### src/rtl/ask_pkg.sv
// Shared types and helpers for the ASK receive path.
package ask_pkg;

  // ADC/DAC sample width used across the ASK modulator and demodulator.
  localparam int ADC_W = 12;

  typedef enum logic {
    HUNT  = 1'b0,
    TRACK = 1'b1
  } state_e;

  // Window sum width: a full window of maximum samples can never overflow it.
  function automatic int acc_width(input int in_w, input int spb);
    return in_w + $clog2(spb);
  endfunction

endpackage

### src/rtl/ask_window_integrator.sv
// Bit-window integrator: accumulates accepted samples and flags the window's last sample.
module ask_window_integrator
  import ask_pkg::*;
#(
  parameter int INPUT_WIDTH     = ADC_W,
  parameter int SAMPLES_PER_BIT = 64,
  localparam int ACC_W          = acc_width(INPUT_WIDTH, SAMPLES_PER_BIT),
  localparam int CNT_W          = $clog2(SAMPLES_PER_BIT)
) (
  input  logic                   clk,
  input  logic                   rst,
  input  logic                   clear_i,
  input  logic                   en_i,
  input  logic [INPUT_WIDTH-1:0] data_i,
  output logic [ACC_W-1:0]       sum_o,
  output logic                   eow_o
);

  logic [ACC_W-1:0] acc_q, acc_d, acc_base;
  logic [CNT_W-1:0] cnt_q, cnt_d, cnt_base;

  // While cleared, an accepted sample starts a fresh window as its sample 1.
  always_comb begin
    acc_base = clear_i ? '0 : acc_q;
    cnt_base = clear_i ? '0 : cnt_q;
    sum_o    = acc_base + ACC_W'(data_i);
    eow_o    = en_i && (cnt_base == CNT_W'(SAMPLES_PER_BIT - 1));
    acc_d    = acc_base;
    cnt_d    = cnt_base;
    if (eow_o) begin
      acc_d = '0;
      cnt_d = '0;
    end else if (en_i) begin
      acc_d = sum_o;
      cnt_d = cnt_base + CNT_W'(1);
    end
  end

  always_ff @(posedge clk or posedge rst) begin
    if (rst) begin
      acc_q <= '0;
      cnt_q <= '0;
    end else begin
      acc_q <= acc_d;
      cnt_q <= cnt_d;
    end
  end

endmodule

### src/rtl/ask_demod.sv
// On-off-keyed carrier demodulator: window integration, threshold decision, lock tracking.
// Optional amplitude output enabled by defining ASK_DEMOD_AMP_OUT_EN.
module ask_demod
  import ask_pkg::*;
#(
  parameter int INPUT_WIDTH     = ADC_W,
  parameter int SAMPLES_PER_BIT = 64,
  parameter int THRESHOLD       = 1024,
  parameter int IDLE_BITS       = 8
) (
  input  logic                   clk,
  input  logic                   rst,
  input  logic                   sample_valid,
  input  logic [INPUT_WIDTH-1:0] adc_in,
  output logic                   bit_out,
  output logic                   bit_valid,
  output logic                   locked
`ifdef ASK_DEMOD_AMP_OUT_EN
  ,
  output logic [INPUT_WIDTH-1:0] amp_out
`endif
);

  localparam int ACC_W = acc_width(INPUT_WIDTH, SAMPLES_PER_BIT);
  localparam int ZW    = $clog2(IDLE_BITS + 1);
  localparam logic [INPUT_WIDTH:0] TH_SAMPLE = (INPUT_WIDTH + 1)'(THRESHOLD);
  localparam logic [ACC_W:0]       TH_SUM    = (ACC_W + 1)'(THRESHOLD * SAMPLES_PER_BIT);

  state_e           state_q, state_d;
  logic             hunt, en, eow, trigger, bit_d, last_zero;
  logic [ACC_W-1:0] sum;
  logic             bit_q, bit_valid_q;
  logic [ZW-1:0]    zrun_q;

  assign trigger   = sample_valid && ({1'b0, adc_in} >= TH_SAMPLE);
  assign bit_d     = ({1'b0, sum} >= TH_SUM);
  assign last_zero = eow && !bit_d && (zrun_q == ZW'(IDLE_BITS - 1));

  ask_window_integrator #(
    .INPUT_WIDTH     (INPUT_WIDTH),
    .SAMPLES_PER_BIT (SAMPLES_PER_BIT)
  ) u_integ (
    .clk     (clk),
    .rst     (rst),
    .clear_i (hunt),
    .en_i    (en),
    .data_i  (adc_in),
    .sum_o   (sum),
    .eow_o   (eow)
  );

  always_ff @(posedge clk or posedge rst) begin
    if (rst) state_q <= HUNT;
    else     state_q <= state_d;
  end

  always_comb begin
    state_d = state_q;
    case (state_q)
      HUNT:    if (trigger) state_d = TRACK;
      TRACK:   if (last_zero) state_d = HUNT;
      default: state_d = HUNT;
    endcase
  end

  // In HUNT only a trigger sample enters the window; in TRACK every valid sample does.
  always_comb begin
    hunt   = (state_q == HUNT);
    en     = hunt ? trigger : sample_valid;
    locked = !hunt;
  end

  always_ff @(posedge clk or posedge rst) begin
    if (rst) begin
      bit_q       <= 1'b0;
      bit_valid_q <= 1'b0;
      zrun_q      <= '0;
    end else begin
      bit_valid_q <= eow;
      if (eow) begin
        bit_q <= bit_d;
        if (bit_d || last_zero) zrun_q <= '0;
        else                    zrun_q <= zrun_q + ZW'(1);
      end
    end
  end

  assign bit_out   = bit_q;
  assign bit_valid = bit_valid_q;

`ifdef ASK_DEMOD_AMP_OUT_EN
  logic [INPUT_WIDTH-1:0] amp_q;

  // Mean sample amplitude of the window just decided.
  always_ff @(posedge clk or posedge rst) begin
    if (rst)      amp_q <= '0;
    else if (eow) amp_q <= sum[ACC_W-1 -: INPUT_WIDTH];
  end

  assign amp_out = amp_q;
`endif

endmodule

### config.mk
export PLATFORM = sky130hd
export DESIGN_NAME = ask_demod
export DESIGN_NICKNAME = d
export VERILOG_FILES = /design/src/rtl/ask_pkg.sv /design/src/rtl/ask_window_integrator.sv /design/src/rtl/ask_demod.sv
export SDC_FILE = /design/constraint.sdc
export NUM_CORES = 1
export LEC_CHECK = 0
export BUFFER_PORTS_ARGS = -buffer_cell sky130_fd_sc_hd__buf_4
export CAP_MARGIN = 20
export CORE_MARGIN = 2
export CORE_UTILIZATION = 30
export CTS_CLUSTER_SIZE = 16
export DETAILED_ROUTE_END_ITERATION = 16
export PLACE_DENSITY = 0.57
export SYNTH_ARGS = -nofsm -noshare
export SYNTH_HDL_FRONTEND = slang
export SYNTH_HIERARCHICAL = 1
export SYNTH_SLANG_ARGS = --single-unit
### constraint.sdc
create_clock -name clk -period 3.8 [get_ports clk]
set_input_delay 0.38 -clock clk [delete_from_list [all_inputs] [get_ports clk]]
set_output_delay 0.38 -clock clk [all_outputs]
set_load 0.01 [all_outputs]
After elaboration in Yosys (flattened, before gate mapping)
Cells that the tools add are included.

Flip-flop bits (word level): 31. Input port bits: 15. Memories: 0. Bits in latches: 0. Bits in read-only memories: 0. Word-level logic and storage cells: 31. Bits in writable memories: 0.

Reduce and logical (&&, ||, !) cells: 6. Shift-type cells: 0. Add/subtract/negate cells: 3. $lt $le $gt $ge: 2. Multiplexer cells: 11. Multiply operators: 0. Bitwise gates (word level): 1. Equality and inequality tests: 2. Div/mod/pow operators: 0.

Operators with widths (number): 18-bit two-way mux (3); 18-bit by 12-bit adder with 18-bit output (1); 18-bit by 17-bit greater-or-equal comparator with 1-bit output, second input constant (1); 6-bit two-way mux (3); 12-bit by 11-bit greater-or-equal comparator with 1-bit output, second input constant (1); 6-bit by 1-bit adder with 6-bit output, second input constant (1); 6-bit equality test, second input constant (1); 4-bit by 1-bit adder with 4-bit output, second input constant (1); 4-bit by 3-bit equality test with 1-bit output, second input constant (1); 1-bit logical AND (4); 4-bit two-way mux (1); 1-bit two-way mux (3); 1-bit case mux with 2 select lines (1); 1-bit logical NOT (1); 1-bit logical OR (1); 1-bit inverter (1).

Logic depth before layout (Yosys ltp)
Gate-level depths: netlist (run 1).

Depth in word-level cells: 8. Depth in mapped cells: 15. Depth with buffers taken out: 14.

By module
The synthesis (run 1) kept the hierarchy.

Modules (own cells, without submodules): ask_window_integrator (sequential area each 600.6 um^2, area an instance 1934.4 um^2, times used 1, cells each 207); ask_demod (sequential area each 175.2 um^2, area an instance 345.3 um^2, times used 1, cells each 33).

Worst setup path before layout (run 1)
Ideal clock, no wire load.

Path type: register to register. From: reg state_q, in the netlist locked. To: reg zrun_q[3]. Arrival: 3.595 ns. Stages on the path, launching flop included: 16. Data required time: 3.672 ns. Slack: 0.078 ns. Cells stage by stage: dfrtp_1 inv_1 buf_2 clkbuf_1 nor2b_1 fa_1 maj3_1 and4b_1 a31oi_1 a31oi_2 a31oi_2 nor2_1 xor2_1 nor2_4 a31oi_1 o31ai_1.

Longest elaborated chain between the ends: 8. Elaborated cells on any way between the ends: 12. Those cells by class: add/sub: 1; order compare: 1; eq/ne: 1; mux: 4; reduce/logical: 5.

RTL lines: from (decl) (line ask_demod.sv:29) `state_e state_q, state_d;`; from (signal assigned) (line ask_demod.sv:54) `else state_q <= state_d;`; 18-bit two-way mux * (line ask_window_integrator.sv:24) `acc_base = clear_i ? '0 : acc_q;`; 18-bit by 12-bit adder with 18-bit output * (line ask_window_integrator.sv:26) `sum_o = acc_base + ACC_W'(data_i);`; named net sum[16] (line ask_demod.sv:31) `logic [ACC_W-1:0] sum;`; 18-bit by 17-bit greater-or-equal comparator with 1-bit output * (line ask_demod.sv:36) `assign bit_d = ({1'b0, sum} >= TH_SUM);`; 1-bit logical NOT (line ask_demod.sv:37) `assign last_zero = eow && !bit_d && (zrun_q == ZW'(IDLE_BITS - 1));`; 1-bit logical AND (2 in series) (line ask_demod.sv:37); 1-bit logical OR * (line ask_demod.sv:82) `if (bit_d || last_zero) zrun_q <= '0;`; 4-bit two-way mux * (line ask_demod.sv:82); to (signal assigned) (line ask_demod.sv:83) `else zrun_q <= zrun_q + ZW'(1);`; to (decl) (line ask_demod.sv:33) `logic [ZW-1:0] zrun_q;`.

Mark *: on every way through the listed nets, which the timed path passes. The rest lies on a longest branch. A chain may end at the register's enable or synchronous reset.

Worst setup path in the final report (run 1)
Same ends and word-level chain as after synthesis.

==> flow_summary.yaml, run 1 <==
cells_and_area:
  layout-area-overhead-vs-synth_pct: 16.8
  n_antenna_cell: 0
  nets: 283
  fin_cells: 355
  drive_gt1_frac: 0.195
  n_fill_cell: 761
  multi_input_area_sq_um: 1380
  ff_latch_area_sq_um: 776
sta:
  min_period_ps: 3390
  slew_headroom: 0.644
  max_freq_ghz: 0.295
  worst_slew_pin_slew_ps: 534
  fin_setup_tns_ps: 0
  rsz0062_at_grt: "no"
  drv_slew: 0
  hold_viol_final: 0
  fin_crit_sh: 0.892
  finClkSkew_ps: 5.70
  setup_viol: 0
floorplanning:
  io_pins: 18
  die-area_sq_um: 8120
  initial_core_util: 0.308
  die_h_um: 90.1
  die_x_um: 90.1
  core-area_sq_um: 7210
  row_count: 31
drt:
  drc: 0
  drtIter0Drc: 66
  viasPerCell: 4.88
  via_count: 1732
  met3_length_um: 155
  wl_met1_um: 2350
  highest_layer: "met4"
  detail_route.wl_per_cell_um: 13.1
  met2_wirelength_um: 2120
  first_pass_iters: 4
  drt_wl_total_um: 4660
  ant_nets: 0
cts:
  htreeDepth: 2
  cts_hold_buf: 0
  clk_latency_ps: 280
  cts_resized: 0
  clock_path_buffers: 2
  cts_sinks: 31
  numCtsBuffers: 5
  clock-root-buffer: "clkbuf_8"
  cts_setup_buffers: 0
  tritoncts: "built"
  clk_pin_slew_ps: 60
power:
  internal_power_w: 0.000984
  p_total_w: 0.00162
  combPwrFrac: 0.552
  p_switching_w: 0.000639
  p_per_area_nw_per_um2: 625
  p_sw_frac: 0.394
  ir_drop_uv: 178
  power_frac_seq: 0.295
  leakage_nw: 1.21
  clkPwrFrac: 0.153
critical_path:
  worstPathArrival_ps: 3570
  crit_path_top_delay_cell: "fa_1"
  crit_fanout: 5
  rr_worst_depth: 14
  r2r_slack_ps: 410
  required_ps: 3980
  rr_startpoint: "locked"
  path_cells: "inv_1 -> nor2b_1 -> ha_1 -> fa_1 -> maj3_1 -> and4b_1 -> a31oi_1 -> a31oi_2 -> a31oi_2 -> nor2_1 -> xor2_1 -> nor2_4 -> nand3_2 -> o31ai_1"
  startpoint_type: "register"
  path_common_cell: "a31oi_2"
  worstReg2RegEnd: "zrun_q[3]"
  max_stage_delay_ps: 440
  critPathKind: "reg -> reg"
  end_kind: "register"
logic_synthesis:
  yosys_warnings: 6
  synth_area_sq_um: 2220
  syn_nets: 260
  syn_inst: 232
  avgSynthCellArea_sq_um: 9.58
placed_design:
  post-dp-hpwl_um: 3380
  placed_cells: 346
  gp_congestion: 0.744
  port_buffers: 17
min_path:
  min_path_type: "in -> async"
grt:
  antenna_found_initial: 0
  track_usage: 0.127
  grt_start_max_net_pins: 25
  grt_pass1_vias: 1737
  grt-ovfl-total: 0
  grt_pass1_wl_um: 8400
run_status:
  status: "complete, no violations"
flow_run:
  drv_cap: 0
-- area by class of cell --
| type | count | area share |
|---|---|---|
| multi-input cells | 184 | 0.531 |
| flip-flops and latches | 31 | 0.299 |
| repair buffers | 25 | 0.0800 |
| well taps | 99 | 0.0477 |
| clock buffers | 7 | 0.0294 |
| inverters | 8 | 0.0116 |
| clock inverters | 1 | 0.00193 |
-- sequential cells by signal (all words and copies together), names as in the netlist --
signal and cells:
bit_out 1, bit_valid 1, zrun_q 4, u_integ/cnt_q 6, locked 1, u_integ/acc_q 18
-- metal layers --
| layer | track usage | vias up |
|---|---|---|
| met5 | 0 | - |
| met4 | 0.0385 | 0 |
| met3 | 0.0394 | 2 |
| met2 | 0.192 | 34 |
| met1 | 0.175 | 822 |
| li1 | - | 874 |
-- power by group through the flow --
| stage | combinational, W | sequential (W) | clock (W) |
|---|---|---|---|
| finish | 0.000897 | 0.000478 | 0.000248 |
| global route | 0.00102 | 0.000494 | 0.000280 |
| CTS | 0.000900 | 0.000479 | 0.000260 |
| detailed placement | 0.000897 | 0.000484 | 0 |
| global placement | 0.000886 | 0.000484 | 0 |
| floorplan | 0.000744 | 0.000471 | 0 |
-- through the flow --
stage / util / hold WS [ps] / setup WS (ps) / cell area, sq um
finish: 0.360 / 44.1 / 410 / 2600
global route: 0.360 / 46.3 / 141 / 2600
CTS: 0.356 / 40.7 / 422 / 2570
detailed placement: 0.345 / 342 / 446 / 2490
global placement: 0.345 / 343 / 520 / 2490
floorplan: - / 183 / 151 / 2220
-- placed cells by master, fill, tap and decap left out, types with 2 or more instances in the layout --
cell type	n
and3_1	2
nand3_1	9
clkbuf_1	2
nor3_1	2
a31oi_2	2
a31o_2	4
clkbuf_8	5
xnor2_1	9
a21o_1	3
nor2_1	16
a211oi_1	3
dfrtp_1	31
o31ai_1	4
a21oi_1	7
xor2_1	9
or4_1	2
and2b_1	5
nor4_1	2
a211o_1	2
a31oi_1	4
o21ai_0	7
nand4_1	2
a21bo_2	3
nand2b_1	5
nor2b_1	16
ha_1	12
nand2_1	16
buf_4	24
mux2i_1	9
inv_1	8
and2_1	4
o211ai_1	3
-- critical path, delay by kind of cell (launching register included) --
| kind | cells | cell delay [ps] |
|---|---|---|
| compound gates | 4 | 860 |
| xor+xnor | 1 | 190 |
| fa+ha+maj | 3 | 1040 |
| buf+inv | 1 | 160 |
| flops | 1 | 420 |
| simple gates | 5 | 630 |
-- how the worst max path moves through the flow --
stage                 from   endpoint  slack [ps]
finish              locked  zrun_q[3]         410
detailed placement  locked  zrun_q[3]         450
CTS                 locked  zrun_q[3]         420
floorplan           locked  zrun_q[3]         150
global route        locked  zrun_q[3]         140
global placement    locked  zrun_q[3]         520
Power figures use the tool's default switching activity.
==> inputs of run 2 (changes only) <==
PLACE_DENSITY = 0.56   (was 0.57)
clock period = 4.2 ns   (was 3.8 ns; I/O delays follow)
==> run 2 against run 1 <==
Net effect:
- fmax fell by 9.9%
- global-route usage is 0.23 points lower
- non-clock buffer count down 3
==> flow_summary.yaml, run 2 (synthesis results as in run 1) <==
floorplanning:
  die_x_um: 90.1
  core-area_sq_um: 7210
  initial_core_util: 0.308
  io_pins: 18
  die-area_sq_um: 8120
  row_count: 31
  die_h_um: 90.1
flow_run:
  drv_cap: 0
power:
  leakage_nw: 1.21
  combPwrFrac: 0.517
  internal_power_w: 0.000957
  ir_drop_uv: 197
  p_per_area_nw_per_um2: 595
  p_switching_w: 0.000596
  power_frac_seq: 0.279
  clkPwrFrac: 0.204
  p_sw_frac: 0.384
grt:
  grt_pass1_wl_um: 8290
  grt-ovfl-total: 0
  antenna_found_initial: 0
  track_usage: 0.125
  grt_pass1_vias: 1766
  grt_start_max_net_pins: 25
drt:
  ant_nets: 0
  detail_route.wl_per_cell_um: 13.6
  drc: 0
  via_count: 1711
  first_pass_iters: 4
  drt_wl_total_um: 4800
  drtIter0Drc: 68
  viasPerCell: 4.86
sta:
  finClkSkew_ps: 7.03
  worst_slew_pin_slew_ps: 549
  fin_crit_sh: 0.896
  min_period_ps: 3760
  rsz0062_at_grt: "no"
  fin_setup_tns_ps: 0
  drv_slew: 0
  setup_viol: 0
  slew_headroom: 0.633
  hold_viol_final: 0
  max_freq_ghz: 0.266
critical_path:
  end_kind: "register"
  crit_fanout: 11
  required_ps: 4390
  worstPathArrival_ps: 3950
  startpoint_type: "register"
  critPathKind: "reg -> reg"
cts:
  clk_pin_slew_ps: 70
  clock_path_buffers: 2
  clock-root-buffer: "clkbuf_8"
  cts_resized: 0
  clk_latency_ps: 290
  numCtsBuffers: 5
  tritoncts: "built"
  htreeDepth: 2
  cts_sinks: 31
  cts_setup_buffers: 0
  cts_hold_buf: 0
placed_design:
  placed_cells: 343
  post-dp-hpwl_um: 3460
  port_buffers: 17
  gp_congestion: 0.800
cells_and_area:
  nets: 280
  fin_cells: 352
  layout-area-overhead-vs-synth_pct: 17.4
  layout_common_cells: "dfrtp_1, buf_4, nand2_1, nor2b_1, nor2_1"
  top_register: "u_integ/acc_q"
  n_antenna_cell: 0
  largest_reg_flops: 18
  reg_top3: "u_integ/acc_q: 18 flops, u_integ/cnt_q: 6 flops, zrun_q: 4 flops"
  drive_gt1_frac: 0.194
  n_fill_cell: 762
  layout.cells.most_common: "dfrtp_1"
run_status:
  status: "complete, no violations"
min_path:
  min_path_type: "in -> async"
## run 2: worst paths after layout
path                               from               end  slack [ps]  cells after the start
max in group asynchronous           rst  u_integ/acc_q[0]        3570                      3
setup / recovery                 locked         zrun_q[3]         440                     14
hold reg to reg               zrun_q[0]         zrun_q[0]         520                      1
hold / removal                      rst           bit_out          70                      2
setup reg to reg                 locked         zrun_q[3]         440                     14
min in group clk           sample_valid            locked         420                      3
## run 2: final cells by class
cell class | instances | area (sq um) | share of cell area
multi-input combinational | 184 | 1380 | 0.528
sequential | 31 | 776 | 0.297
timing repair buffer | 22 | 185 | 0.0709
tap | 99 | 124 | 0.0475
clock buffer | 6 | 82.6 | 0.0316
clock inverter | 2 | 35.0 | 0.0134
inverter | 8 | 30.0 | 0.0115
## run 2: power by group through the flow
stage / registers, W / clock network [W] / logic [W]
detailed placement: 0.000438 / 0 / 0.000801
CTS: 0.000433 / 0.000325 / 0.000806
global placement: 0.000437 / 0 / 0.000792
floorplan: 0.000426 / 0 / 0.000673
finish: 0.000433 / 0.000317 / 0.000804
global route: 0.000444 / 0.000338 / 0.000903
## run 2: per-layer routing
metal  share of wire  wire length, um  GRT usage  up-vias
met4           0.015               70     0.0487        0
met5               0                0          0        -
li1                -                -          -      869
met1            0.49             2350      0.163      808
met2            0.46             2200      0.198       26
met3           0.036              175     0.0335        8
## run 2: worst max-delay path, stage by stage, from the launching register on
cell and delay (ps):
dfrtp_1 420, inv_1 300, nor2b_1 120, ha_1 230, fa_1 450, maj3_1 390, and4b_1 190, a31oi_1 220
a31oi_2 160, a31oi_2 360, nor2_1 100, xor2_1 200, nor2_4 150, nand3_2 110, o31ai_1 280
## run 2: stage by stage
stage                     hold WS [ps]  area (sq um)  setup WS (ps)  utilization  total power, W
after CTS                         82.6          2580            423        0.358         0.00156
after global routing              79.4          2610           95.0        0.362         0.00169
final                             74.6          2610            436        0.362         0.00155
after global placement             385          2460            545        0.342         0.00123
after detailed placement           398          2460            442        0.342         0.00124
after floorplan                    223          2220            551            -         0.00110
